$ cat config.mk
export PLATFORM = sky130hd
export DESIGN_NAME = mem_port_arbiter
export DESIGN_NICKNAME = d
export VERILOG_FILES = /design/src/rtl/mem_ctrl_pkg.sv /design/src/rtl/mem_lane_align.sv /design/src/rtl/mem_port_arbiter.sv
export SDC_FILE = /design/constraint.sdc
export NUM_CORES = 1
export LEC_CHECK = 0
export CAP_MARGIN = 10
export CORE_MARGIN = 2
export CORE_UTILIZATION = 55
export CTS_CLUSTER_SIZE = 40
export DETAILED_ROUTE_END_ITERATION = 7
export DONT_BUFFER_PORTS = 1
export PLACE_DENSITY = 0.73
export REMOVE_ABC_BUFFERS = 1
export SLEW_MARGIN = 5
export SYNTH_ARGS = -nofsm -noshare
export SYNTH_HDL_FRONTEND = slang
export SYNTH_HIERARCHICAL = 1
export SYNTH_SLANG_ARGS = --single-unit
$ cat constraint.sdc
create_clock -name clk -period 4.3 [get_ports clk]
set_input_delay 0.43 -clock clk [delete_from_list [all_inputs] [get_ports clk]]
set_output_delay 0.43 -clock clk [all_outputs]
set_load 0.05 [all_outputs]
$ cat src/rtl/mem_ctrl_pkg.sv
// Shared constants and state encoding for the x32 single-port memory controller.
package mem_ctrl_pkg;

    localparam logic [2:0] F3_LB  = 3'b000;
    localparam logic [2:0] F3_LH  = 3'b001;
    localparam logic [2:0] F3_LW  = 3'b010;
    localparam logic [2:0] F3_LBU = 3'b100;
    localparam logic [2:0] F3_LHU = 3'b101;

    localparam logic [2:0] F3_SB  = 3'b000;
    localparam logic [2:0] F3_SH  = 3'b001;
    localparam logic [2:0] F3_SW  = 3'b010;

    localparam logic [31:0] BYTE_MASK = 32'h0000_00FF;
    localparam logic [31:0] HALF_MASK = 32'h0000_FFFF;

    typedef enum logic [2:0] {
        ST_IDLE     = 3'd0,
        ST_FETCH_RD = 3'd1,
        ST_LOAD_RD  = 3'd2,
        ST_RMW_RD   = 3'd3,
        ST_RMW_WR   = 3'd4,
        ST_ERR_RSP  = 3'd5
    } mem_state_t;

    // Little-endian lane bit offsets within a 32-bit word.
    function automatic logic [4:0] byte_shift(input logic [1:0] offset);
        return {offset, 3'b000};
    endfunction

    function automatic logic [4:0] half_shift(input logic [1:0] offset);
        return {offset[1], 4'b0000};
    endfunction

endpackage

$ cat src/rtl/mem_lane_align.sv
// Combinational lane logic: load extraction/extension, sub-word store merge
// and access alignment/legality checks.
module mem_lane_align
    import mem_ctrl_pkg::*;
(
    input  logic        is_store,
    input  logic [2:0]  funct3,
    input  logic [1:0]  offset,
    input  logic [31:0] rdata,
    input  logic [31:0] wdata,
    output logic [31:0] load_data,
    output logic [31:0] merge_data,
    output logic        misaligned,
    output logic        illegal
);

    logic [7:0]  lane_b;
    logic [15:0] lane_h;

    always_comb begin
        lane_b     = 8'(rdata >> byte_shift(offset));
        lane_h     = 16'(rdata >> half_shift(offset));
        load_data  = '0;
        merge_data = wdata;
        misaligned = 1'b0;
        illegal    = 1'b0;

        if (is_store) begin
            case (funct3)
                F3_SB: merge_data = (rdata & ~(BYTE_MASK << byte_shift(offset)))
                                  | ((wdata & BYTE_MASK) << byte_shift(offset));
                F3_SH: begin
                    merge_data = (rdata & ~(HALF_MASK << half_shift(offset)))
                               | ((wdata & HALF_MASK) << half_shift(offset));
                    misaligned = offset[0];
                end
                F3_SW:   misaligned = (offset != 2'b00);
                default: illegal = 1'b1;
            endcase
        end else begin
            case (funct3)
                F3_LB:  load_data = {{24{lane_b[7]}}, lane_b};
                F3_LBU: load_data = {24'h0, lane_b};
                F3_LH: begin
                    load_data  = {{16{lane_h[15]}}, lane_h};
                    misaligned = offset[0];
                end
                F3_LHU: begin
                    load_data  = {16'h0, lane_h};
                    misaligned = offset[0];
                end
                F3_LW: begin
                    load_data  = rdata;
                    misaligned = (offset != 2'b00);
                end
                default: illegal = 1'b1;
            endcase
        end
    end

endmodule

$ cat src/rtl/mem_port_arbiter.sv
// Shares one synchronous word memory between the fetch port and the load/store
// port: arbitration with fetch anti-starvation, sub-word loads and RMW stores.
module mem_port_arbiter
    import mem_ctrl_pkg::*;
#(
    parameter int DEPTH_WORDS  = 1024,
    parameter int STARVE_LIMIT = 4,
    parameter int AW           = $clog2(DEPTH_WORDS)
) (
    input  logic          clk,
    input  logic          reset,
    input  logic          if_req,
    input  logic [31:0]   if_addr,
    output logic          if_gnt,
    output logic          if_rvalid,
    output logic [31:0]   if_rdata,
    input  logic          d_req,
    input  logic          d_we,
    input  logic [2:0]    d_funct3,
    input  logic [31:0]   d_addr,
    input  logic [31:0]   d_wdata,
    output logic          d_gnt,
    output logic          d_rvalid,
    output logic [31:0]   d_rdata,
    output logic          d_err,
    output logic          mem_en,
    output logic          mem_we,
    output logic [AW-1:0] mem_addr,
    output logic [31:0]   mem_wdata,
    input  logic [31:0]   mem_rdata
);

    localparam logic [32:0] BYTE_LIMIT = 33'(DEPTH_WORDS) << 2;
    localparam int          CW         = $clog2(STARVE_LIMIT + 1);
    localparam logic [CW-1:0] STARVE_MAX = CW'(STARVE_LIMIT);

    mem_state_t    state, state_nxt;
    logic [CW-1:0] starve_cnt;

    logic          r_store;
    logic [2:0]    r_funct3;
    logic [1:0]    r_offset;
    logic [31:0]   r_wdata;
    logic [AW-1:0] r_waddr;

    logic          a_store;
    logic [2:0]    a_funct3;
    logic [1:0]    a_offset;
    logic [31:0]   a_wdata;
    logic [31:0]   load_data, merge_data;
    logic          misaligned, illegal, out_of_range, d_bad, fetch_wins, sub_store;

    logic unused_if_addr;
    assign unused_if_addr = ^{if_addr[31:AW+2], if_addr[1:0]};

    // In IDLE the checks look at the live request; afterwards the latched one.
    always_comb begin
        if (state == ST_IDLE) begin
            a_store  = d_we;
            a_funct3 = d_funct3;
            a_offset = d_addr[1:0];
            a_wdata  = d_wdata;
        end else begin
            a_store  = r_store;
            a_funct3 = r_funct3;
            a_offset = r_offset;
            a_wdata  = r_wdata;
        end
    end

    mem_lane_align u_align (
        .is_store   (a_store),
        .funct3     (a_funct3),
        .offset     (a_offset),
        .rdata      (mem_rdata),
        .wdata      (a_wdata),
        .load_data  (load_data),
        .merge_data (merge_data),
        .misaligned (misaligned),
        .illegal    (illegal)
    );

    always_comb begin
        out_of_range = ({1'b0, d_addr} >= BYTE_LIMIT);
        d_bad        = misaligned | illegal | out_of_range;
        fetch_wins   = if_req && (!d_req || starve_cnt >= STARVE_MAX);
        sub_store    = d_we && (d_funct3 == F3_SB || d_funct3 == F3_SH);

        state_nxt = state;
        if_gnt    = 1'b0;
        if_rvalid = 1'b0;
        if_rdata  = '0;
        d_gnt     = 1'b0;
        d_rvalid  = 1'b0;
        d_rdata   = '0;
        d_err     = 1'b0;
        mem_en    = 1'b0;
        mem_we    = 1'b0;
        mem_addr  = '0;
        mem_wdata = '0;

        // Outputs are forced quiet while reset is held so an aborted RMW never writes.
        if (!reset) begin
            case (state)
                ST_IDLE: begin
                    if (fetch_wins) begin
                        if_gnt    = 1'b1;
                        mem_en    = 1'b1;
                        mem_addr  = if_addr[AW+1:2];
                        state_nxt = ST_FETCH_RD;
                    end else if (d_req) begin
                        d_gnt = 1'b1;
                        if (d_bad) begin
                            state_nxt = ST_ERR_RSP;
                        end else begin
                            mem_en   = 1'b1;
                            mem_addr = d_addr[AW+1:2];
                            if (sub_store) begin
                                state_nxt = ST_RMW_RD;
                            end else begin
                                mem_we    = d_we;
                                mem_wdata = d_we ? d_wdata : '0;
                                state_nxt = ST_LOAD_RD;
                            end
                        end
                    end
                end
                ST_FETCH_RD: begin
                    if_rvalid = 1'b1;
                    if_rdata  = mem_rdata;
                    state_nxt = ST_IDLE;
                end
                ST_LOAD_RD: begin
                    d_rvalid  = 1'b1;
                    d_rdata   = r_store ? '0 : load_data;
                    state_nxt = ST_IDLE;
                end
                ST_RMW_RD: begin
                    mem_en    = 1'b1;
                    mem_we    = 1'b1;
                    mem_addr  = r_waddr;
                    mem_wdata = merge_data;
                    state_nxt = ST_RMW_WR;
                end
                ST_RMW_WR: begin
                    d_rvalid  = 1'b1;
                    state_nxt = ST_IDLE;
                end
                ST_ERR_RSP: begin
                    d_rvalid  = 1'b1;
                    d_err     = 1'b1;
                    state_nxt = ST_IDLE;
                end
                default: state_nxt = ST_IDLE;
            endcase
        end
    end

    always_ff @(posedge clk or posedge reset) begin
        if (reset) begin
            state      <= ST_IDLE;
            starve_cnt <= '0;
            r_store    <= 1'b0;
            r_funct3   <= '0;
            r_offset   <= '0;
            r_wdata    <= '0;
            r_waddr    <= '0;
        end else begin
            state <= state_nxt;
            if (if_gnt)
                starve_cnt <= '0;
            else if (if_req && starve_cnt < STARVE_MAX)
                starve_cnt <= starve_cnt + 1'b1;
            if (d_gnt) begin
                r_store  <= d_we;
                r_funct3 <= d_funct3;
                r_offset <= d_addr[1:0];
                r_wdata  <= d_wdata;
                r_waddr  <= d_addr[AW+1:2];
            end
        end
    end

endmodule

---- Yosys cells after proc, flatten, opt, wreduce, memory -nomap -nowiden ----
Index checks and enable logic that the tools add are counted.
W data, S select, Z words.
word-level totals
  bits in registers ....................... 54
  input port bits ......................... 136
  output and inout port bits .............. 113
  word-level logic and storage cells ...... 115
cells by class
  $add $sub $neg .......................... 1
  order comparisons ....................... 3
  eq/ne operators ......................... 11
  shifts and indexed selects .............. 6
  muxes and demuxes ....................... 62
  bitwise operators ....................... 9
  reduce and logical (&&, ||, !) cells .... 16
operators by type and width
  kind                     number
  $mux W32                 14
  $pmux W32 S5             1
  $pmux W32 S2             2
  $and A32 B32 Y32         2
  $not A32 Y32             2
  $or A32 B32 Y32          2
  $mux W10                 4
  $ge A32 B13 Y1 const B   1
  $shl A16 B5 Y32          1
  $shl A16 B5 Y32 const A  1
  $shl A8 B5 Y32           1
  $shl A8 B5 Y32 const A   1
  $shr A32 B5 Y16          1
  $shr A32 B5 Y8           1
  $mux W1                  28
  $pmux W10 S2             1
  $mux W3                  6
  $eq A3 B3 Y1 const B     4
  $eq A3 B1 Y1 const B     3
  $eq A3 B2 Y1 const B     3
  $logic_not A3 Y1         3
  $pmux W1 S2              4
  $pmux W3 S2              1
  $reduce_or A3 Y1         2
  14 further kinds         19

---- Logic depth before layout (Yosys ltp) ----
  word-level depth ........................ 13
  mapped depth ............................ 17
  gate-level depth less buffers ........... 10

---- By module ----
The synthesis kept the hierarchy.
modules (own cells, without submodules)
  module            times used  cells an instance  area each (um2)  seq. area each (um2)
  mem_port_arbiter  1           353                3726.1           1351.3
  mem_lane_align    1           273                1879.3           0.0

---- Worst setup path before layout ----
OpenSTA, ideal clock, no wires.
  path type ............................... register to output
  start point ............................. register state[1]
  end point ............................... output mem_addr[0]
  arrival time ............................ 3.877 ns
  required time ........................... 3.870 ns
  slack ................................... -0.007 ns
  stages on the path, launching flop included .. 17
  buffers on the path ..................... 6
  cell sequence ........................... dfrtp_1 -> buf_2 -> or3_1 -> clkbuf_1 -> mux2_2 -> buf_2 -> buf_2 -> nor2_1 -> nor2_1 -> a21boi_0 -> o22ai_1 -> nor4_1 -> and4_1 -> clkbuf_1 -> clkbuf_1 -> nand4_1 -> a21oi_1
between the ends
  elaborated cells between the ends (all ways) .. 27
RTL lines
  what                            RTL line                                    source
  from (decl)                     mem_port_arbiter.sv:37                      mem_state_t state, state_nxt;
  from (signal assigned)          mem_port_arbiter.sv:169                     state <= state_nxt;
  $logic_not A3 Y1 (*)            mem_port_arbiter.sv:58                      if (state == ST_IDLE) begin
  $mux W2 (*)                     mem_port_arbiter.sv:58
  via a_offset[1]                 mem_port_arbiter.sv:48                      logic [1:0] a_offset;
  $reduce_bool A2 Y1 (*)          mem_lane_align.sv:37, mem_lane_align.sv:54
  $pmux W1 S2 (on tied branches)  mem_lane_align.sv:41, mem_lane_align.sv:29
  $mux W1 (*)                     mem_lane_align.sv:28                        if (is_store) begin
  via misaligned                  mem_port_arbiter.sv:51                      logic misaligned, illegal, out_of_range, d_bad, fetch_wins, sub_store;
  $or A1 B1 Y1 (*) (2 in a row)   mem_port_arbiter.sv:85                      d_bad = misaligned | illegal | out_of_range;
  $mux W10 (*)                    mem_port_arbiter.sv:113                     if (d_bad) begin
  $mux W10 (*)                    mem_port_arbiter.sv:111                     end else if (d_req) begin
  $mux W10 (*)                    mem_port_arbiter.sv:106                     if (fetch_wins) begin
  $pmux W10 S2 (*)                mem_port_arbiter.sv:104                     case (state)
  $mux W10 (*)                    mem_port_arbiter.sv:103                     if (!reset) begin
  to (decl)                       mem_port_arbiter.sv:28                      output logic [AW-1:0] mem_addr,
The timed path passes the listed nets; every way through them passes the cells marked *.

---- Worst setup path after layout ----
  start point ............................. register state[1]
  end point ............................... output mem_wdata[13]
between the ends
  elaborated cells between the ends (all ways) .. 40
RTL lines
  what                            RTL line                                    source
  $logic_not A3 Y1 (*)            mem_port_arbiter.sv:58
  $mux W2 (*)                     mem_port_arbiter.sv:58
  via a_offset[1]                 mem_port_arbiter.sv:48
  $reduce_bool A2 Y1 (*)          mem_lane_align.sv:37, mem_lane_align.sv:54
  $pmux W1 S2 (on tied branches)  mem_lane_align.sv:41, mem_lane_align.sv:29
  $mux W1 (*)                     mem_lane_align.sv:28
  via misaligned                  mem_port_arbiter.sv:51
  $or A1 B1 Y1 (*) (2 in a row)   mem_port_arbiter.sv:85
  $mux W32 (*)                    mem_port_arbiter.sv:113
  $mux W32 (*)                    mem_port_arbiter.sv:111
  $mux W32 (*)                    mem_port_arbiter.sv:106
  $pmux W32 S2 (*)                mem_port_arbiter.sv:104
  $mux W32 (*)                    mem_port_arbiter.sv:103
  to (decl)                       mem_port_arbiter.sv:29                      output logic [31:0] mem_wdata,
Marks and branches as above.

==> metrics.txt <==
ys async rst share 100%; Power Density just over 500 nW/µm²; drt drc 0; worst-path fanout max 25; vias per cell 6.58; Die Span Y 105 µm; Post-CTS Setup Bufs 0; Die Width 105 µm; number of antenna diodes 0; cell area after synthesis 5610 µm²; Initial Utilization a little under three fifths; crit path kind reg2out; Clk Latency, worst-skew pair ~0.30 ns; Routed WL 17600 µm; global-route usage over all layers 31.1%; clock skew between 0.007 and 0.008 ns; wire per inst 22.9 µm; Core ar. 9820 µm²; clock share of power 10.3%; MaxCap Viol Count 0; Initial DRC Count roughly 430; final setup vio count 0; Multi-input gate area 3970 µm²; Net Sw Power 0.00150 W; FMAX 245 MHz; EDFF count, synth 0; CTS sink count 54; Post-DP HPWL 13100 µm; final std cells w/o fill 770; Layout Nets just under 800; GRT Residual Overflow 0; cell count after synthesis roughly 630; Comb pwr share 62.7%; first-pass GRT wire length 27700 µm; maximum number of pins on one net before global-route repair 56; Max-Slew Margin vs Limit 38.4%; sw frac 44.8%; H-tree levels 2; Seq pwr share a little over a quarter; hold buffer count at CTS 0; status complete, no violations; Rows 36; endpoint type of the worst setup path primary output; final period utilization 94.8%; Mean Syn Cell Area 8.95 µm²; number of global-route vias before repair 5145; synthesized flop and latch total between 50 and 60; die area 11000 µm²; Crit path required time around 3.9 ns; post-CTS sizing 0; Synth Flop Type dfrtp_1; Root Driver clkbuf_8; post-layout instance area 6510 µm²; DR pass1 iterations 5; clock slew seen by the registers of the worst setup and hold paths 0.10 ns; port bufs 0; RePlAce Congestion 0.910; initial antenna violation count 0; commonest non-fill, non-tap cell in the layout mux2_2; worst hold path class in2async; total number of vias 5066; worst slew pin tran 0.921 ns; Clock Path Buffers 2; WP data arrival 3.64 ns; Cell Int Power roughly 0.0018 W; layout cells sized above 1 38.5%; antenna viol nets, final 0; R2R Path Start state[1]; IO Count 249; YS warnings 6; most frequent cells in the layout mux2_2 (125), and2_1 (66), a21oi_1 (59); Seq/Total Area, Yosys 24.1%; Post-Place Cells 762; VDD IR max between 200 and 300 µV; Inserted Clock Buffers 5; Seq. cell area ~1400 µm²; Final min period 4.07 ns; placed cell area 6390 µm²; Final Max Slew Viols 0; Layout fillers 796; CTS tree built; Worst Setup SP state[1]; post-synth cell types 49; setup repair after global routing missed its margin no; Pleak 2.55 nW; Setup crit start kind register; Final Hold Viols 0; Syn-to-layout area delta 16.2%
critical path: stages (launching register included):
cell      delay (ns)
dfrtp_1         0.52
or3_4           0.48
mux2_2          0.41
nor2_1          0.14
nor2_1          0.04
a21boi_0        0.18
o22ai_1         0.14
nor4_1          0.25
and4_1          0.29
and3_1          0.24
buf_6           0.24
a22o_1          0.24
buf_12          0.15
worst paths after layout:
path,endpoint,slack [ns],cells past startpoint
max,mem_wdata[13],0.23,12
min,r_waddr[9],0.24,2
max reg2reg,state[2],1.09,11
min reg2reg,r_wdata[17],0.51,1
max in group asynchronous,r_funct3[2],3.60,2
min in group clk,state[0],0.26,1
Yosys cell counts, types with 2 or more instances:
cell type	number	share of area [%]
mux2_2	125	25
and2_1	67	7.5
a21oi_1	59	5.3
dfrtp_1	54	24
nor2_1	52	3.5
a22oi_1	32	4.3
nand2_1	31	2.1
clkbuf_1	27	1.8
mux2i_1	27	4.8
buf_2	22	2.0
a22o_2	20	3.6
o21ai_0	16	1.4
a22o_1	12	1.9
nand4_1	11	1.2
a21oi_2	7	1.1
buf_6	7	1.4
nor3_1	5	0.45
and3_1	4	0.45
nand2b_1	4	0.45
nor2b_1	4	0.45
nor4_1	4	0.45
a21oi_4	3	0.87
a221o_1	2	0.36
a32o_1	2	0.36
buf_1	2	0.13
inv_1	2	0.13
nor3b_2	2	0.45
or2_2	2	0.22
power groups by stage:
| stage | Combinational (W) | Sequential, W | Clock [W] |
|---|---|---|---|
| final | 0.00210 | 0.000902 | 0.000344 |
| after global placement | 0.00200 | 0.000877 | 0 |
| after CTS | 0.00207 | 0.000894 | 0.000349 |
| after detailed placement | 0.00206 | 0.000904 | 0 |
| after global routing | 0.00226 | 0.000931 | 0.000371 |
| after floorplan | 0.00164 | 0.000853 | 0 |
sequential cells by signal (all words and copies together) (netlist names):
signal      cells
r_funct3        3
r_waddr        10
r_offset        2
starve_cnt      3
r_wdata        32
r_store         1
state           3
per-layer routing:
metal  up-vias  global-route usage, %  routed length, µm
met5         -                      0                  0
met4         0                   8.48                331
met3        22                   6.11               1510
met2       272                   53.0               8690
met1      2467                   40.1               7090
li1       2305                      -                  -
cell type report:
type | count | share of cell area (%)
multi-input combinational | 510 | 61.0
clock inverter | 3 | 0.615
clock buffer | 5 | 1.06
timing repair buffer | 63 | 13.9
inverter | 2 | 0.115
tap | 133 | 2.55
sequential | 54 | 20.7
kinds of logic (layout without fill, tap and decap cells):
group | Yosys count | in the layout | synth area share (%)
compound gates | 160 | 160 | 20.5
xor+xnor | 1 | 1 | 0.156
fa+ha+maj | 1 | 1 | 0.223
buf+inv | 62 | 73 | 5.94
flops | 54 | 54 | 24.1
mux | 153 | 153 | 30.3
simple gates | 195 | 195 | 18.7
per-stage QoR:
| step | utilization, % | hold slack [ns] | total power [W] | setup TNS [ns] | worst slack (ns) |
|---|---|---|---|---|---|
| detailed placement | 65.1 | 0.490 | 0.00296 | 0 | 0.499 |
| global route | 66.3 | 0.246 | 0.00356 | 0 | 0.00630 |
| floorplan | - | 0.475 | 0.00249 | -228.50 | -2.23 |
| global placement | 65.1 | 0.484 | 0.00287 | 0 | 0.565 |
| finish | 66.3 | 0.235 | 0.00334 | 0 | 0.226 |
| CTS | 66.2 | 0.234 | 0.00331 | 0 | 0.119 |
Power figures use the tool's default switching activity.
